## src/rtl/acc_pkg.sv

```systemverilog
// acc_pkg: shared widths, beat index type and packer state encoding for the feature-map datapath
package acc_pkg;
    localparam int ACC_BEAT_W = 32;
    localparam int ACC_LINE_W = 224;
    localparam int ACC_BEATS  = ACC_LINE_W / ACC_BEAT_W;
    typedef logic [$clog2(ACC_BEATS + 1) - 1:0] beat_idx_t;
    typedef enum logic {
        FILL = 1'b0,
        HOLD = 1'b1
    } ser2par_state_t;
endpackage

```

## src/rtl/ser2par_outbuf.sv

```systemverilog
// ser2par_outbuf: single-entry output register with valid/ready (load, hold, drain)
// Ports: load_i/data_i/cnt_i write the entry; ready_i drains it; valid_o/data_o/cnt_o
// present it; free_o is high when the entry is empty or draining this cycle.
module ser2par_outbuf #(
    parameter int DW = 224,
    parameter int CW = 3
) (
    input  logic          clk,
    input  logic          rst_n,
    input  logic          load_i,
    input  logic [DW-1:0] data_i,
    input  logic [CW-1:0] cnt_i,
    input  logic          ready_i,
    output logic          valid_o,
    output logic [DW-1:0] data_o,
    output logic [CW-1:0] cnt_o,
    output logic          free_o
);
    assign free_o = !valid_o || ready_i;
    always_ff @(posedge clk or negedge rst_n) begin
        if (!rst_n) begin
            valid_o <= 1'b0;
            data_o  <= '0;
            cnt_o   <= '0;
        end else if (load_i) begin
            valid_o <= 1'b1;
            data_o  <= data_i;
            cnt_o   <= cnt_i;
        end else if (ready_i) begin
            valid_o <= 1'b0;
        end
    end
endmodule

```

## src/rtl/ser2par_pack.sv

```systemverilog
// ser2par_pack: packs BEATS consecutive DWI-bit beats into one DWO-bit word, first beat in the LSBs
// Ports: in_valid/in_ready/in_data/in_last input stream; out_valid/out_ready/out_data/out_cnt
// output stream, out_cnt = valid beats in out_data. Macro SER2PAR_FLUSH_EN lets in_last close a
// word early (zero-padded); without it in_last is ignored and words are always BEATS beats.
module ser2par_pack
    import acc_pkg::*;
#(
    parameter int  DWI   = ACC_BEAT_W,
    parameter int  DWO   = ACC_LINE_W,
    localparam int BEATS = DWO / DWI,
    localparam int CW    = $clog2(BEATS + 1)
) (
    input  logic           clk,
    input  logic           rst_n,
    input  logic           in_valid,
    output logic           in_ready,
    input  logic [DWI-1:0] in_data,
    input  logic           in_last,
    output logic           out_valid,
    input  logic           out_ready,
    output logic [DWO-1:0] out_data,
    output logic [CW-1:0]  out_cnt
);
    if (DWO % DWI != 0) begin : g_bad_width
        $error("ser2par_pack: DWO must be a multiple of DWI");
    end
    ser2par_state_t state_q;
    logic [CW-1:0]  cnt_q;
    logic [DWO-1:0] asm_q;
    logic [DWO-1:0] asm_ins;
    logic [DWO-1:0] load_data;
    logic [CW-1:0]  cnt_inc;
    logic [CW-1:0]  load_cnt;
    logic           in_fire;
    logic           last_beat;
    logic           close;
    logic           slot_free;
    logic           load;
    assign in_ready  = (state_q == FILL);
    assign in_fire   = in_valid && in_ready;
    assign cnt_inc   = cnt_q + CW'(1);
    assign last_beat = (cnt_q == CW'(BEATS - 1));
    // asm is cleared whenever a word leaves, so OR-ing the beat in is enough
    assign asm_ins   = asm_q | (DWO'(in_data) << (cnt_q * DWI));
`ifdef SER2PAR_FLUSH_EN
    assign close = in_fire && (last_beat || in_last);
`else
    logic unused_in_last;
    assign unused_in_last = in_last;
    assign close = in_fire && last_beat;
`endif
    // HOLD drains the parked word as soon as the slot frees; FILL bypasses asm on a close
    assign load      = (state_q == HOLD) ? slot_free : (close && slot_free);
    assign load_data = (state_q == HOLD) ? asm_q : asm_ins;
    assign load_cnt  = (state_q == HOLD) ? cnt_q : cnt_inc;
    always_ff @(posedge clk or negedge rst_n) begin
        if (!rst_n) begin
            state_q <= FILL;
            cnt_q   <= '0;
            asm_q   <= '0;
        end else if (load) begin
            state_q <= FILL;
            cnt_q   <= '0;
            asm_q   <= '0;
        end else if (in_fire) begin
            state_q <= close ? HOLD : FILL;
            cnt_q   <= cnt_inc;
            asm_q   <= asm_ins;
        end
    end
    ser2par_outbuf #(
        .DW(DWO),
        .CW(CW)
    ) u_outbuf (
        .clk    (clk),
        .rst_n  (rst_n),
        .load_i (load),
        .data_i (load_data),
        .cnt_i  (load_cnt),
        .ready_i(out_ready),
        .valid_o(out_valid),
        .data_o (out_data),
        .cnt_o  (out_cnt),
        .free_o (slot_free)
    );
endmodule

```

## config.mk

```make
export PLATFORM = sky130hd
export DESIGN_NAME = ser2par_pack
export DESIGN_NICKNAME = d
export VERILOG_FILES = /design/src/rtl/acc_pkg.sv /design/src/rtl/ser2par_outbuf.sv /design/src/rtl/ser2par_pack.sv
export SDC_FILE = /design/constraint.sdc
export NUM_CORES = 1
export LEC_CHECK = 0
export CORE_MARGIN = 2
export CORE_UTILIZATION = 55
export DETAILED_ROUTE_END_ITERATION = 6
export PLACE_DENSITY = 0.8
export SKIP_CTS_REPAIR_TIMING = 1
export SLEW_MARGIN = 20
export SYNTH_ARGS = -nofsm -noshare
export SYNTH_HDL_FRONTEND = slang
export SYNTH_SLANG_ARGS = --single-unit
```

## constraint.sdc

```tcl
create_clock -name clk -period 2.36 [get_ports clk]
set_input_delay 0.472 -clock clk [delete_from_list [all_inputs] [get_ports clk]]
set_output_delay 0.472 -clock clk [all_outputs]
set_load 0.02 [all_outputs]
```

; Yosys cells after proc, flatten, opt, wreduce, memory -nomap -nowiden
; Cells that the tools add are included.
[word_totals]
regBits = 456
inputBits = 37
word_cells = 30
[classes]
addsub = 1
eq_ne = 1
shifts = 1
n_mux = 12
bitwise = 2
reduce_logical = 7
[ops]
columns = operator, n
row1 = $mux W224, 3
row2 = $or A224 B224 Y224, 1
row3 = $shl A32 B8 Y224, 1
row4 = $mux W3, 3
row5 = $mux W1, 6
row6 = $reduce_bool A2 Y1, 2
row7 = $add A3 B1 Y3 const B, 1
row8 = $eq A3 B3 Y1 const B, 1
row9 = $logic_and A1 B1 Y1, 3
row10 = $logic_not A1 Y1, 1
row11 = $logic_or A1 B1 Y1, 1
row12 = $not A1 Y1, 1

; Logic depth before layout (Yosys ltp)
; Gate-level depths: netlist (run 1).
[logic_depth]
depth_word = 6
depth_mapped = 10
mapped_depth_nobuf = 5

; By module
; A second synthesis (run 1) with hierarchy kept.
[hier_totals]
cells_unflattened = 1622
area_unflattened_um2 = 19517.5
[modules_own_cells]
columns = mod, n_inst, cells_per_inst, area_per_inst_um2, seq_area_each_um2
row1 = ser2par_pack, 1, 1140, 10965.5, 5705.5
row2 = ser2par_outbuf, 1, 482, 8552.0, 5705.5

; Worst setup path after synthesis (run 1)
; No wires, ideal clock.
[synth_timing]
kind = reg-to-reg
from = register cnt_q[0]
to = register u_outbuf.data_o[13]
arrival_ns = 1.906
required_ns = 2.232
setup_slack_ns = 0.326
path_stages_with_launch = 10
period_less_slack_ns = 2.034
cell_sequence = dfrtp_1 > clkbuf_2 > buf_2 > inv_1 > ha_1 > a31oi_4 > a21oi_2 > buf_4 > buf_4 > mux2_1
[synth_between]
elab_chain_cells = 4
[synth_rtl]
columns = element, line
row1 = from (decl), ser2par_pack.sv:28  ; logic [CW-1:0] cnt_q;
row2 = from (signal assigned), ser2par_pack.sv:67  ; cnt_q <= cnt_inc;
row3 = "parallel branches: the longest is 4 deep, another holds $shl A32 B8 Y224", --
row4 = to (signal assigned), ser2par_outbuf.sv:27  ; data_o <= data_i;
row5 = to (decl), ser2par_outbuf.sv:15  ; output logic [DW-1:0] data_o,
; Several ways; the timed one is not identified.
; A chain may end at the register's enable or synchronous reset.

; Worst setup path in the final report (run 1)
[layout_timing]
from = register u_outbuf.valid_o
to = output out_valid
[layout_rtl]
columns = element, line
row1 = from (decl), ser2par_outbuf.sv:14  ; output logic valid_o,
row2 = from (signal assigned), ser2par_outbuf.sv:22  ; valid_o <= 1'b0;
row3 = from (signal assigned), ser2par_outbuf.sv:26  ; valid_o <= 1'b1;
row4 = from (signal assigned), ser2par_outbuf.sv:30  ; valid_o <= 1'b0;
row5 = to (decl), ser2par_pack.sv:19  ; output logic out_valid,
; No word-level cell between the ends.

==> metrics.md, run 1 <==
| Metric | Value |
|---|---|
| Status | complete, no violations |
| Standby leakage power | 10.7 nW |
| Crit path max-delay family | buffers and inverters |
| PwrDens | around 1500 nW/um2 |
| Post-route DRC | 0 |
| RSZ-0062 raised after global routing | false |
| Worst skew pair latency | 0.54 ns |
| Crit-path slowest cell | clkdlybuf4s50_1 |
| Nets | 1973 |
| Initial core utilization | 55.6% |
| Top FF cell, synth | dfrtp_1 |
| Maximum vdd drop | a little under 0.9 mV |
| Clk_skew | 0.0123 ns |
| Multiplexer share of the synthesized area | 12.8% |
| DIE AREA | approximately 35000 um2 |
| DR WL/cell | slightly above 20 um |
| Antenna violations before repair | 0 |
| Mapped Nets | between 1500 and 2000 |
| Yosys warns | 0 |
| Synth Area in Compound Gates | 11.2% |
| Most common cell after layout, fill and taps aside | dfrtp_1 |
| H-tree depth | 2 |
| Worst r2r src | cnt_q[0]$_DFFE_PN0P_ |
| Worst EP required | 1.89 ns |
| DIE HEIGHT | 188 um |
| Post-Synth XOR/XNOR Area | 0.142% |
| First DRT Iteration DRCs | ~1200 |
| Clock buffer count from CTS | 46 |
| WP buf/inv | 1 |
| Crit Path Class | reg -> out |
| Fraction of layout cells with a size suffix above 1 | about 12% |
| CTS root buffer | clkbuf_16 |
| Die width | 188 um |
| Sequential-to-total area share from yosys stat | 61.5% |
| Crit end category | output pin |
| Sw Share | 37.5% |
| Switch Pwr | 13.7 mW |
| Hold Vio Cnt, Final | 0 |
| Final Instance Area | roughly 24000 um2 |
| Final setup vio count | 0 |
| Int Pwr | 22.9 mW |
| Area fraction of the dominant cell type after synthesis | 61.5% |
| Vias in the first global route | 14200 |
| Final wirelength | 49100 um |
| Adder and majority gate portion of the synthesized area | 0.135% |
| Reg2Reg Setup Slack | approximately 0.4 ns |
| CP arrival | 1.64 ns |
| Commonest non-fill, non-tap cells in the layout | 455 x dfrtp_1, 289 x a21oi_1, 262 x clkdlybuf4s50_1 |
| Worst r2r dst | u_outbuf.data_o[154]$_DFFE_PN0P_ |
| Synthesized netlist cell count | 1665 |
| # diodes | 0 |
| Synth area leader | dfrtp_1 |
| Relative slew slack | roughly three fifths |
| Routed vias/inst | 5.60 |
| Period utilization | 89.4% |
| Syn_area_per_cell | 11.1 um2 |
| GRT Total Usage | 28.1% |
| Vias | 13500 |
| Clock Path Buffers | 3 |
| Clock Sink Count | 456 |
| Post-Syn Area | 18500 um2 |
| Number of flops mapped to enable cells by yosys | 0 |
| Worst-path cell chain | clkdlybuf4s50_1 |
| Ranking of synthesized cells by area | dfrtp_1 62%, mux2i_1 8.6%, a21oi_1 7.8% |
| Grt total ovfl | 0 |
| Max-Cap Viols | 0 |
| First-pass GRT wire length | 77800 um |
| Clock power share | 20.5% |
| Worst-Margin Slew | 0.621 ns |
| Crit-path max cell delay | 0.68 ns |
| Combinational power share | 41.5% |
| Peak Freq | 474 MHz |
| Largest net degree at the start of global routing | 71 |
| TritonCTS clock tree | yes |
| Main combinational cell family by area after synthesis | multiplexers |
| Clock Pin Slew Worst Setup and Hold Paths | about 0.06 ns |
| Rows | 67 |
| Post-DP HPWL | between 30000 and 40000 um |
| P&R area growth vs syn | 28.0% |
| Post-synth cell types | 31 |
| Crit path max fanout | 3 |
| Placement Cell Area | 22100 um2 |
| Post-DRT Antenna Nets | 0 |
| Simple-Gate Fraction of Synth Area | under 10% |
| #FFs+latches synth | 456 |
| Slew Limit Fails | 0 |
| Async SR Flop Fraction | 100% |
| Flop pwr share | 38.0% |
| Reg2reg path depth | 8 |
| Port Buf Inserts | 264 |
| Core ar. | between 30000 and 40000 um2 |
| RePlAce Congestion | between 0.8 and 0.9 |
| Min Tclk post-route | 2.11 ns |
| Top Ports | between 200 and 300 |
| HP Class | in -> async |
| Pre-antenna DRT Iters | 5 |
| Setup crit start kind | flop |
| Setup TNS | 0 ns |
flip-flops by register name (all words and copies together) (netlist names):
name              count
state_q               1
cnt_q                 3
u_outbuf.cnt_o        3
u_outbuf.valid_o      1
asm_q               224
u_outbuf.data_o     224
layer usage:
metal	routed length (um)	share of wire, %	vias to the layer above	GRT usage, %
met1	20700	42	6892	38.2
met4	1250	2.5	0	8.18
li1	-	-	6073	-
met5	0	0	-	0
met2	23600	48	500	45.9
met3	3510	7.1	84	5.99
through the flow:
step                      hold WS, ns  total power [mW]  std cells  util (%)  setup WS [ns]
after floorplan                 0.176              21.9       1665         -          0.326
after global placement          0.428              28.5       2333      66.4          0.129
after detailed placement        0.430              29.1       2333      66.4         0.0577
after CTS                      -0.138              36.8       2417      71.1        -0.0578
after global routing            0.485              38.7       2418      71.1          0.211
final                           0.452              36.7       2418      71.1          0.250
worst reg2reg max path: stages, from the launching register on:
cell,delay [ns]
dfrtp_1,0.37
inv_1,0.09
ha_1,0.21
a31oi_4,0.13
a21oi_4,0.21
buf_12,0.20
buf_12,0.21
buf_4,0.25
mux2i_1,0.22
cell type report:
cell class | count | area, um2
inverters | 164 | 616
repair buffers | 367 | 3790
flip-flops and latches | 456 | 11400
clock buffers | 73 | 1450
multi-input cells | 899 | 5780
clock inverters | 11 | 135
fillers | 2352 | 9630
well taps | 448 | 561
power by group through the flow:
stage | clock, mW | combinational (mW) | sequential, mW
2_1_floorplan | 0 | 6.18 | 15.8
6_report | 7.50 | 15.2 | 13.9
4_1_cts | 7.56 | 15.3 | 13.9
5_1_grt | 7.93 | 16.4 | 14.3
3_3_place_gp | 0 | 14.6 | 13.8
3_5_place_dp | 0 | 15.1 | 14.0
worst max path at each step:
| stage | start | slack, ns | cells past startpoint | to |
|---|---|---|---|---|
| after global placement | in_valid | 0.13 | 7 | u_outbuf.data_o[81]$_DFFE_PN0P_ |
| after CTS | state_q$_DFFE_PN0P_ | -0.06 | 2 | in_ready |
| after floorplan | cnt_q[0]$_DFFE_PN0P_ | 0.33 | 9 | u_outbuf.data_o[13]$_DFFE_PN0P_ |
| after detailed placement | in_valid | 0.06 | 7 | u_outbuf.data_o[81]$_DFFE_PN0P_ |
| after global routing | u_outbuf.valid_o$_DFFE_PN0P_ | 0.21 | 1 | out_valid |
| final | u_outbuf.valid_o$_DFFE_PN0P_ | 0.25 | 1 | out_valid |
synth_stat cells (all sizes together) (3+ instances only):
cell and instances:
buf 100, inv 164, dfrtp 456, mux2i 160, mux2 68, clkbuf 46
nand2 4, a21oi 290, a31oi 97, nor2b 32, and4bb 3, nor2 227
kinds of logic after synthesis:
group | Yosys count
DFF | 456
and+or+nand+nor | 278
buffers and inverters | 310
adders and majority gates | 2
muxes | 228
AOI/OAI and AO/OA | 388
xor gates and xnor gates | 3
(Power assumes the default switching activity.)
==> run 2, diff against run 1 <==
Settings changed: SLEW_MARGIN 20 to 25, SYNTH_HIERARCHICAL set to 1.
Clock period 2.36 ns to 2.29 ns, I/O delays scaled along.
==> run 2 against run 1 <==
Against the previous run: sequential share of layout area fell by 1.2 points; clock-buffer cell count is 4 lower; largest power group unchanged; clock power shrank 2%; first-iteration DRC count is 19% higher; worst setup slack worse by 0.094 ns; utilization down 1.0 points; synthesized cell count fell by 2.6%; cell count fell by 2.6%; register-to-register slack lost 0.23 ns; clock skew decreased by 0.00068 ns.
==> metrics.md, run 2 <==
| Metric | Value |
|---|---|
| Relative slew slack | 31.1% (-27 points) |
| Pre-antenna DRT Iters | 7 (+2) |
| Routed vias/inst | 5.95 (+6.2%) |
| Initial core utilization | 56.2% (+0.65 points) |
| Worst-Margin Slew | 1.03 ns (+0.410 ns) |
| Syn_area_per_cell | 12.0 um2 (+8.1%) |
| Maximum vdd drop | 0.996 mV (+14%) |
| TritonCTS clock tree | yes |
| Port Buf Inserts | 264 (unchanged) |
| Clock buffer count from CTS | 46 (unchanged) |
| Number of flops mapped to enable cells by yosys | 0 (unchanged) |
| Status | complete, no violations |
| Grt total ovfl | 0 (unchanged) |
| Clock Sink Count | 456 (unchanged) |
| Most Frequent Cell on Critical Path | buf_12 |
| Top Ports | 266 (unchanged) |
| Area fraction of the dominant cell type after synthesis | 58.5% (-3.1 points) |
| Top post-synthesis cells by count | 456 x dfrtp_1, 230 x nor2_1, 227 x mux2_2 |
| Final wirelength | 49900 um (+1.6%) |
| Die width | 192 um (+2.5%) |
| PwrDens | 1550 nW/um2 (+0.52%) |
| Placement Cell Area | 22800 um2 (+3.1%) |
| Mapped Nets | 1661 (-2.5%) |
| DIE HEIGHT | 192 um (+2.5%) |
| RePlAce Congestion | 0.815 (-2.4%) |
| Clock Path Buffers | 3 (unchanged) |
| Crit path max fanout | 24 (+21) |
| P&R area growth vs syn | 24.7% |
| Peak Freq | around 470 MHz |
| Post-DRT Antenna Nets | 0 (unchanged) |
| Post-route DRC | 0 (unchanged) |
| Slew Limit Fails | 0 (unchanged) |
| Post-Syn Area | 19500 um2 (+5.3%) |
| Largest net degree at the start of global routing | 65 (-8.5%) |
| Synthesized netlist cell count | 1622 (-2.6%) |
| First DRT Iteration DRCs | 1376 (+19%) |
| Worst-path cell chain | ha_2 > a31oi_1 > nor2_4 > buf_12 > buf_12 > mux2_2 |
| Cell Count, Final, Fillers Out | 2354 (-2.6%) |
| Clock Pin Slew Worst Setup and Hold Paths | 0.06 ns (about the same) |
| Vias in the first global route | 14300 (+0.95%) |
| WP buf/inv | 2 (+1) |
| HP Class | in -> async |
| Crit-path slowest cell | dfrtp_1 |
| Storage element area | 11400 um2 (unchanged) |
| Async SR Flop Fraction | 100% (unchanged) |
| RSZ-0062 raised after global routing | false |
| Post-DP HPWL | 31800 um (-1.6%) |
| Crit Path Class | reg -> reg |
| Multi-input gate area | 7180 um2 (+24%) |
| #FFs+latches synth | 456 (unchanged) |
| Core ar. | 34700 um2 (+4.0%) |
| Top FF cell, synth | dfrtp_1 |
| CP arrival | 2.56 ns (+0.92 ns) |
| Post-synth cell types | 30 (-3.2%) |
| Rows | 68 (+1.5%) |
| Crit end category | flop |
| Commonest non-fill, non-tap cells in the layout | 455 x dfrtp_1, 262 x clkdlybuf4s50_1, 228 x nor2_1 |
| Period utilization | 93.2% |
| Yosys warns | 6 (+6) |
| Most common cell after layout, fill and taps aside | dfrtp_1 |
| Worst EP required | 2.72 ns (+0.83 ns) |
| Max-Cap Viols | 0 (unchanged) |
| Crit path max-delay family | flip-flops |
| First-pass GRT wire length | 79400 um (+2.1%) |
| Nets | 1901 (-3.6%) |
| H-tree depth | 2 (unchanged) |
| Hold Vio Cnt, Final | 0 (unchanged) |
| DR WL/cell | 21.2 um (+4.4%) |
| GRT Total Usage | 27.4% (-0.64 points) |
| Min Tclk post-route | 2.13 ns |
| DIE AREA | 37000 um2 (+5.2%) |
| Standby leakage power | 11.9 nW (+11%) |
| Final setup vio count | 0 (unchanged) |
| Final Instance Area | 24300 um2 (+2.6%) |
| Clk_skew | 0.0116 ns (-0.000675 ns) |
| Vias | 14000 (+3.4%) |
| Antenna violations before repair | 2 (+2) |
| Crit-path max cell delay | 0.55 ns (-0.13 ns) |
| Synth area leader | dfrtp_1 |
| Largest registers | asm_q x224, u_outbuf/data_o x224 |
| Setup crit start kind | flop |
| Fraction of layout cells with a size suffix above 1 | 21.3% (+8.8 points) |
| Filler cells | 2411 (+2.5%) |
| Sequential-to-total area share from yosys stat | 58.5% (-3.1 points) |
| Cells after DPL | 2267 (-2.8%) |
| Ranking of synthesized cells by area | dfrtp_1 58%, mux2_2 13%, a21o_1 8.6% |
| Worst skew pair latency | 0.55 ns (about the same) |
| Count leader, synth | dfrtp_1 |
| CTS root buffer | clkbuf_16 |
run 2: cell types whose count changed after synthesis, moves of 41 or more:
cell     previous run  this run
a21o_1              0       224
a21oi_1           289         1
a31oi_1            96       225
buf_4              44         3
inv_1             164         3
mux2_2             57       227
mux2i_1           160         0
run 2: report_power, final:
part / switching (mW) / internal [mW]
sequential: 2.32 / 11.9
combinational: 8.42 / 7.85
clock: 3.07 / 4.28
run 2: metrics by stage:
stage | worst slack, ns | util, % | hold WS, ns | TNS [ns] | power [mW]
2_1_floorplan | 0.0127 | - | 0.162 | 0 | 23.4
3_3_place_gp | -0.0286 | 65.8 | 0.411 | -0.646 | 29.8
3_5_place_dp | -0.0266 | 65.8 | 0.418 | -0.407 | 30.4
4_1_cts | -0.0983 | 70.0 | -0.162 | -0.0983 | 38.0
5_1_grt | 0.0377 | 70.1 | 0.467 | 0 | 39.9
6_report | 0.156 | 70.1 | 0.430 | 0 | 37.8
run 2: cells by family (layout without fill, tap and decap cells):
kind of cell | Yosys count | count (layout) | share of synthesized area (%)
other | 0 | 1 | 0
AO/OA/AOI/OAI | 455 | 455 | 16.0
AND/OR/NAND/NOR | 311 | 311 | 7.03
multiplexers | 228 | 228 | 13.2
flip-flops | 456 | 456 | 58.5
buffers and inverters | 168 | 444 | 5.08
XOR/XNOR | 2 | 2 | 0.0898
adder cells (fa/ha/maj) | 2 | 2 | 0.128
run 2: area by class of cell:
class | instances | share of cell area [%]
clock inverter | 15 | 0.427
timing repair buffer | 356 | 15.1
antenna | 1 | 0.0103
inverter | 4 | 0.0617
clock buffer | 69 | 5.67
multi-input combinational | 998 | 29.5
tap | 455 | 2.34
sequential | 456 | 46.9
run 2: final timing paths:
check | depth (start not counted) | end | from | slack [ns]
worst max-delay path | 6 | u_outbuf/data_o[116]$_DFFE_PN0P_ | cnt_q[1]$_DFFE_PN0P_ | 0.16
worst min-delay path | 2 | u_outbuf/data_o[122]$_DFFE_PN0P_ | rst_n | 0.43
worst max register to register | 6 | u_outbuf/data_o[116]$_DFFE_PN0P_ | cnt_q[1]$_DFFE_PN0P_ | 0.16
worst min register to register | 2 | asm_q[32]$_DFFE_PN0P_ | asm_q[32]$_DFFE_PN0P_ | 0.49
max in group asynchronous | 3 | asm_q[71]$_DFFE_PN0P_ | rst_n | 1.09
min in group clk | 2 | asm_q[32]$_DFFE_PN0P_ | asm_q[32]$_DFFE_PN0P_ | 0.49
run 2: metal layers:
| metal | share of wire [%] | GRT usage (%) | vias to the layer above |
|---|---|---|---|
| met5 | 0.022 | 0 | - |
| met4 | 2.5 | 8.02 | 2 |
| met2 | 47 | 42.3 | 509 |
| met3 | 6.6 | 5.02 | 99 |
| met1 | 44 | 39.9 | 7154 |
| li1 | - | - | 6248 |
run 2: worst register-to-register path: cells and delay by family (launching register included):
family	cells	cell delay [ns]
AND/OR/NAND/NOR	1	0.27
adder cells (fa/ha/maj)	1	0.27
AO/OA/AOI/OAI	1	0.14
flip-flops	1	0.55
multiplexers	1	0.36
buffers and inverters	2	0.42
==> run 3, diff against run 2 <==
Settings changed: CAP_MARGIN set to 25, TNS_END_PERCENT set to 100.
==> results of run 3 <==
The final DEF is identical to that of run 2; final timing and power are the same.
